[src/rtl/register_file_sb_pkg.sv]
// Shared constants and types for the scoreboarded register file.
// Build option: define REGFILE_BYPASS_EN for same-cycle write-to-read forwarding.
package regfile_pkg;

  localparam int unsigned XLEN_DEFAULT     = 64;
  localparam int unsigned NUM_REGS_DEFAULT = 32;
  localparam int unsigned ZERO_REG         = 0;

  typedef logic [XLEN_DEFAULT-1:0]              xlen_t;
  typedef logic [$clog2(NUM_REGS_DEFAULT)-1:0]  reg_idx_t;

endpackage

[src/rtl/register_file_sb_if.sv]
// Decode/write-back bus of the scoreboarded register file.
// master = pipeline side (decode + write-back), slave = register file.
interface register_file_sb_if
  import regfile_pkg::*;
#(
  parameter int unsigned XLEN     = XLEN_DEFAULT,
  parameter int unsigned NUM_REGS = NUM_REGS_DEFAULT,
  parameter int unsigned NUM_READ = 2
);
  localparam int unsigned AW = $clog2(NUM_REGS);

  logic [NUM_READ*AW-1:0]   rs_addr;
  logic [NUM_READ*XLEN-1:0] rs_data;
  logic [NUM_READ-1:0]      rs_busy;
  logic                     reg_write;
  logic [AW-1:0]            Rd;
  logic [XLEN-1:0]          write_data;
  logic                     alloc_valid;
  logic [AW-1:0]            alloc_rd;
  logic                     alloc_ready;
  logic                     flush;
  logic [AW:0]              busy_count;

  modport master (
    output rs_addr, reg_write, Rd, write_data, alloc_valid, alloc_rd, flush,
    input  rs_data, rs_busy, alloc_ready, busy_count
  );

  modport slave (
    input  rs_addr, reg_write, Rd, write_data, alloc_valid, alloc_rd, flush,
    output rs_data, rs_busy, alloc_ready, busy_count
  );

endinterface

[src/rtl/register_file_sb_scoreboard.sv]
// Busy-bit scoreboard: decode allocates destinations, write-back releases them,
// flush squashes all pending writers. busy_count tracks the popcount as a register.
module regfile_scoreboard
  import regfile_pkg::*;
#(
  parameter int unsigned NUM_REGS = NUM_REGS_DEFAULT
) (
  input  logic                        clk,
  input  logic                        rst,
  input  logic                        reg_write,
  input  logic [$clog2(NUM_REGS)-1:0] rd,
  input  logic                        alloc_valid,
  input  logic [$clog2(NUM_REGS)-1:0] alloc_rd,
  input  logic                        flush,
  output logic [NUM_REGS-1:0]         busy,
  output logic                        alloc_ready,
  output logic [$clog2(NUM_REGS):0]   busy_count
);
  localparam int unsigned AW = $clog2(NUM_REGS);

  logic [NUM_REGS-1:0] busy_n;
  logic [AW:0]         count_n;
  logic                release_hit;
  logic                alloc_take;

  assign release_hit = reg_write && (rd != AW'(ZERO_REG));
  assign alloc_ready = !busy[alloc_rd] || (reg_write && (rd == alloc_rd)) ||
                       (alloc_rd == AW'(ZERO_REG));
  assign alloc_take  = alloc_valid && alloc_ready && !flush &&
                       (alloc_rd != AW'(ZERO_REG));

  // Release is applied before allocation so a same-cycle release+alloc ends busy.
  always_comb begin
    busy_n = busy;
    if (release_hit)
      busy_n[rd] = 1'b0;
    if (flush)
      busy_n = '0;
    else if (alloc_take)
      busy_n[alloc_rd] = 1'b1;
    busy_n[0] = 1'b0;
  end

  always_comb begin
    count_n = '0;
    for (int unsigned i = 0; i < NUM_REGS; i++)
      if (busy_n[i])
        count_n = count_n + {{AW{1'b0}}, 1'b1};
  end

  always_ff @(posedge clk or negedge rst) begin
    if (!rst) begin
      busy       <= '0;
      busy_count <= '0;
    end else begin
      busy       <= busy_n;
      busy_count <= count_n;
    end
  end

endmodule

[src/rtl/register_file_sb.sv]
// Parametrised register file with NUM_READ combinational read ports, one write-back
// port, x0 hard-wired to zero and a busy-bit scoreboard. Option: REGFILE_BYPASS_EN.
module register_file_sb
  import regfile_pkg::*;
#(
  parameter int unsigned XLEN     = XLEN_DEFAULT,
  parameter int unsigned NUM_REGS = NUM_REGS_DEFAULT,
  parameter int unsigned NUM_READ = 2
) (
  input logic               clk,
  input logic               rst,
  register_file_sb_if.slave bus
);
  localparam int unsigned AW = $clog2(NUM_REGS);

  logic [XLEN-1:0]     regs [NUM_REGS];
  logic [NUM_REGS-1:0] busy;
  logic                wr_en;

  assign wr_en = bus.reg_write && (bus.Rd != AW'(ZERO_REG));

  always_ff @(posedge clk or negedge rst) begin
    if (!rst) begin
      for (int unsigned i = 0; i < NUM_REGS; i++)
        regs[i] <= '0;
    end else if (wr_en) begin
      regs[bus.Rd] <= bus.write_data;
    end
  end

  regfile_scoreboard #(
    .NUM_REGS(NUM_REGS)
  ) u_scoreboard (
    .clk        (clk),
    .rst        (rst),
    .reg_write  (bus.reg_write),
    .rd         (bus.Rd),
    .alloc_valid(bus.alloc_valid),
    .alloc_rd   (bus.alloc_rd),
    .flush      (bus.flush),
    .busy       (busy),
    .alloc_ready(bus.alloc_ready),
    .busy_count (bus.busy_count)
  );

  // x0 is never written and its busy bit is never set, so a plain index reads zero.
  always_comb begin
    bus.rs_data = '0;
    bus.rs_busy = '0;
    for (int unsigned i = 0; i < NUM_READ; i++) begin
      bus.rs_data[i*XLEN +: XLEN] = regs[bus.rs_addr[i*AW +: AW]];
      bus.rs_busy[i]              = busy[bus.rs_addr[i*AW +: AW]];
`ifdef REGFILE_BYPASS_EN
      if (wr_en && (bus.rs_addr[i*AW +: AW] == bus.Rd)) begin
        bus.rs_data[i*XLEN +: XLEN] = bus.write_data;
        bus.rs_busy[i]              = 1'b0;
      end
`endif
    end
  end

endmodule

[src/flat_wrapper.sv]
// flat-port wrapper written by rule: the top's interface ports become plain ports
module register_file_sb_flat import regfile_pkg::*;
#(
  parameter int unsigned XLEN     = XLEN_DEFAULT,
  parameter int unsigned NUM_REGS = NUM_REGS_DEFAULT,
  parameter int unsigned NUM_READ = 2
)
  (clk, rst, bus_rs_addr, bus_reg_write, bus_Rd, bus_write_data, bus_alloc_valid, bus_alloc_rd, bus_flush, bus_rs_data, bus_rs_busy, bus_alloc_ready, bus_busy_count);
  register_file_sb_if #(.XLEN(XLEN), .NUM_REGS(NUM_REGS), .NUM_READ(NUM_READ)) bus_i ();
  input logic clk;
  input logic rst;
  input wire logic [$bits(bus_i.rs_addr)-1:0] bus_rs_addr;
  input wire logic [$bits(bus_i.reg_write)-1:0] bus_reg_write;
  input wire logic [$bits(bus_i.Rd)-1:0] bus_Rd;
  input wire logic [$bits(bus_i.write_data)-1:0] bus_write_data;
  input wire logic [$bits(bus_i.alloc_valid)-1:0] bus_alloc_valid;
  input wire logic [$bits(bus_i.alloc_rd)-1:0] bus_alloc_rd;
  input wire logic [$bits(bus_i.flush)-1:0] bus_flush;
  output wire logic [$bits(bus_i.rs_data)-1:0] bus_rs_data;
  output wire logic [$bits(bus_i.rs_busy)-1:0] bus_rs_busy;
  output wire logic [$bits(bus_i.alloc_ready)-1:0] bus_alloc_ready;
  output wire logic [$bits(bus_i.busy_count)-1:0] bus_busy_count;
  assign bus_i.rs_addr = bus_rs_addr;
  assign bus_i.reg_write = bus_reg_write;
  assign bus_i.Rd = bus_Rd;
  assign bus_i.write_data = bus_write_data;
  assign bus_i.alloc_valid = bus_alloc_valid;
  assign bus_i.alloc_rd = bus_alloc_rd;
  assign bus_i.flush = bus_flush;
  assign bus_rs_data = bus_i.rs_data;
  assign bus_rs_busy = bus_i.rs_busy;
  assign bus_alloc_ready = bus_i.alloc_ready;
  assign bus_busy_count = bus_i.busy_count;
  register_file_sb #(.XLEN(XLEN), .NUM_REGS(NUM_REGS), .NUM_READ(NUM_READ)) u_core (.clk(clk), .rst(rst), .bus(bus_i));
endmodule
[config.mk]
export PLATFORM = sky130hd
export DESIGN_NAME = register_file_sb_flat
export DESIGN_NICKNAME = d
export VERILOG_FILES = /design/src/rtl/register_file_sb_pkg.sv /design/src/rtl/register_file_sb_if.sv /design/src/rtl/register_file_sb_scoreboard.sv /design/src/rtl/register_file_sb.sv /design/src/flat_wrapper.sv
export SDC_FILE = /design/constraint.sdc
export NUM_CORES = 2
export LEC_CHECK = 0
export CORE_MARGIN = 2
export CORE_UTILIZATION = 53
export CTS_BUF_LIST = sky130_fd_sc_hd__clkbuf_8
export DETAILED_ROUTE_END_ITERATION = 7
export PLACE_DENSITY = 0.72
export REMOVE_ABC_BUFFERS = 1
export SLEW_MARGIN = 20
export SYNTH_ARGS = -nofsm -noshare
export SYNTH_HDL_FRONTEND = slang
export SYNTH_HIERARCHICAL = 1
export SYNTH_SLANG_ARGS = --single-unit
[constraint.sdc]
create_clock -name clk -period 14.9 [get_ports clk]
set_input_delay 1.49 -clock clk [delete_from_list [all_inputs] [get_ports clk]]
set_output_delay 1.49 -clock clk [all_outputs]
set_load 0.01 [all_outputs]
==> flow_summary.ini <==
[status]
outcome = finished, violations left
violations = negative setup slack

[power]
p_leak_nw = 56.90
cellPowerDensity_nw_per_um2 = 127.9
peakVddDrop_v = 0.00009005

[cts]
clk_path_buf_depth = 4
h-tree-depth = 5
clkLatencyLatePin_ps = 1100
tritoncts = done
hold_buffers = 0
numCtsBuffers = 372
clk_pin_slew_ps = 60
cts_num_sinks = 2085
cts_root_buf = clkbuf_8

[route]
ant_nets = 0
drt_wl_total_microns = 351100
vias = 74215
wl_per_cell_microns = 32.38
via_per_inst = 6.845
drt_iter0_markers = 7504
dr.pass1.iters = 6
drc = 0

[finish]
n_fill_cell = 16012
syn2layout_area_growth_pct = 13.25
drive_gt1_share_pct = 54.28
stdcell_count = 10843
final_cell_mix = dfrtp_1 (2085), mux2_2 (1857), mux4_2 (1201), buf_4 (496), clkbuf_8 (484)
design_area_sq_um = 130600
layout_commonest_cell = dfrtp_1
final_util_pct = 60.25
nNetsFinal = 7831

[timing]
timing.fmax_ghz = 0.06312
relSlewSlack_pct = 16.15
hold_ws_ps = 394.6
finalHoldViolCount = 0
setup_viol = 5
fin_ws_ps = -942.1
rsz0062_at_grt = true
tightest_slew_ps = 1258
slew_viol_final = 0
clock_skew_ps = 28.28
fin_crit_sh_pct = 106.3
min_period_ps = 15840

[place]
routabilityCongestion = 0.8852
post-place-cells = 10079
placed_cell_area_sq_um = 121300
portBuffers = 225
dp_hpwl_microns = 197100
pre_cts_slack_ps = -3636

[floorplanning]
die_h_microns = 470.4
die_w_microns = 470.4
core_sq_um = 216700
ios = 226
row_count = 171
initial_core_util_pct = 53.20
die_area_sq_um = 221300

[critical_path]
path_max_fanout = 11
crit_start = bus_alloc_rd[1]
worstPathRequired_ps = 15890
slowest_stage = xnor3_1
cpPeakStageDelay_ps = 520
start_kind = input pin
crit_top_cell = buf_4
end_kind = register
critPathKind = input pin to register
r2r-start = u_core/u_scoreboard/busy[5]$_DFF_PN0_
cp.arrival_ps = 16830

[yosys]
syn_area_sq_um = 115300
yosys_warnings = 6
synthFlopType = dfrtp_1
synth_cell_types = 107
yosysSeqAreaShare_pct = 45.25
syn_avg_cell_area_sq_um = 15.59
synth_cells = 7395
ys_seq_elements = 2085
synth_edf_count = 0
async_flop_share_pct = 100.0

[job]
maxCapViolCount = 0

[grt]
antenna_found_initial = 32
grt_use_total_pct = 31.74
grt_max_degree = 182
grt_overflow = 0
grt_pass1_vias = 78492
grt_pass1_wl_microns = 523000

[worst_hold_path]
hold_start = u_core/regs[2002]$_DFFE_PN0P_
min_path_type = register to register
layer usage:
| metal | global-route usage (%) | share of wire [%] |
|---|---|---|
| met1 | 43.14 | 40 |
| met2 | 49.65 | 47 |
| met3 | 6.994 | 8.3 |
| met4 | 13.58 | 4.3 |
| met5 | 0 | 0.056 |
critical path: cells and delay by family:
kind            cells  cell delay [ps]
mux                 4             1000
buf+inv            54             6660
simple gates       15             2540
xor+xnor           10             2300
fa+ha+maj           6             1540
compound gates      9             1280
Yosys cell counts, drive strengths merged (17+ instances only):
cell / instances / share of area, %
ha: 29 / 0.31
xor2: 33 / 0.26
dfrtp: 2085 / 45
inv: 46 / 0.15
a221oi: 25 / 0.19
xnor2: 108 / 0.89
nor3: 21 / 0.091
o21ai: 63 / 0.27
mux2: 2152 / 21
clkbuf: 546 / 1.8
nand2b: 17 / 0.092
mux4: 1201 / 23
a21oi: 55 / 0.24
o22ai: 56 / 0.30
buf: 255 / 1.2
nand2: 119 / 0.39
nand3b: 17 / 0.11
a21o: 19 / 0.12
mux2i: 141 / 1.2
nor2: 89 / 0.30
nand3: 32 / 0.14
metrics by stage:
step / setup TNS [ps] / total power, mW
final: -3685 / 16.70
after global routing: -7124 / 17.39
after CTS: -832.0 / 16.74
after detailed placement: -16910 / 11.19
after global placement: -14570 / 11.01
after floorplan: -10050 / 9.756
cells by family after synthesis:
group / after synthesis / synth area share [%]
AOI/OAI and AO/OA: 362 / 2.279
xor gates and xnor gates: 156 / 1.452
adders and majority gates: 29 / 0.3147
buffers and inverters: 850 / 3.125
DFF: 2085 / 45.25
muxes: 3494 / 45.71
other: 1 / 0.003252
and+or+nand+nor: 418 / 1.870
layout make-up:
type	count	area (sq um)	share of cell area [%]
multi-input cells	4460	60570	46.38
flip-flops and latches	2085	52180	39.95
clock buffers	481	6620	5.069
repair buffers	745	6472	4.956
well taps	2854	3571	2.734
clock inverters	155	958.4	0.7339
inverters	49	186.4	0.1428
diodes	14	35.03	0.02683
flip-flops by register name (all words and copies together), names as in the netlist:
name,cells
u_core/u_scoreboard/busy_count,6
u_core/u_scoreboard/busy,31
u_core/regs,2048
worst paths after layout:
check	end	slack, ps	cells past startpoint
min in group asynchronous	u_core/regs[1654]$_DFFE_PN0P_	440	1
hold reg to reg	u_core/regs[2002]$_DFFE_PN0P_	390	0
setup / recovery	u_core/u_scoreboard/busy_count[5]$_DFF_PN0_	-940	98
hold / removal	u_core/regs[2002]$_DFFE_PN0P_	390	0
max in group asynchronous	u_core/regs[749]$_DFFE_PN0P_	11300	4
setup reg to reg	u_core/u_scoreboard/busy_count[5]$_DFF_PN0_	-820	98
what timing repair did:
action                                  CTS  global route
resized for setup                       143            59
pin swaps                               102            64
endpoints found under the setup margin    5             5
cloned                                    2             1
setup buffers                           111             8
where the power goes:
group	leakage, nW	internal [mW]	switching [mW]
Sequential	26.8	6.73	0.784
Combinational	25.8	2.30	1.40
Clock	4.32	3.08	2.43
Total	56.9	12.1	4.61
No activity file was read; power rests on OpenSTA's default activity.
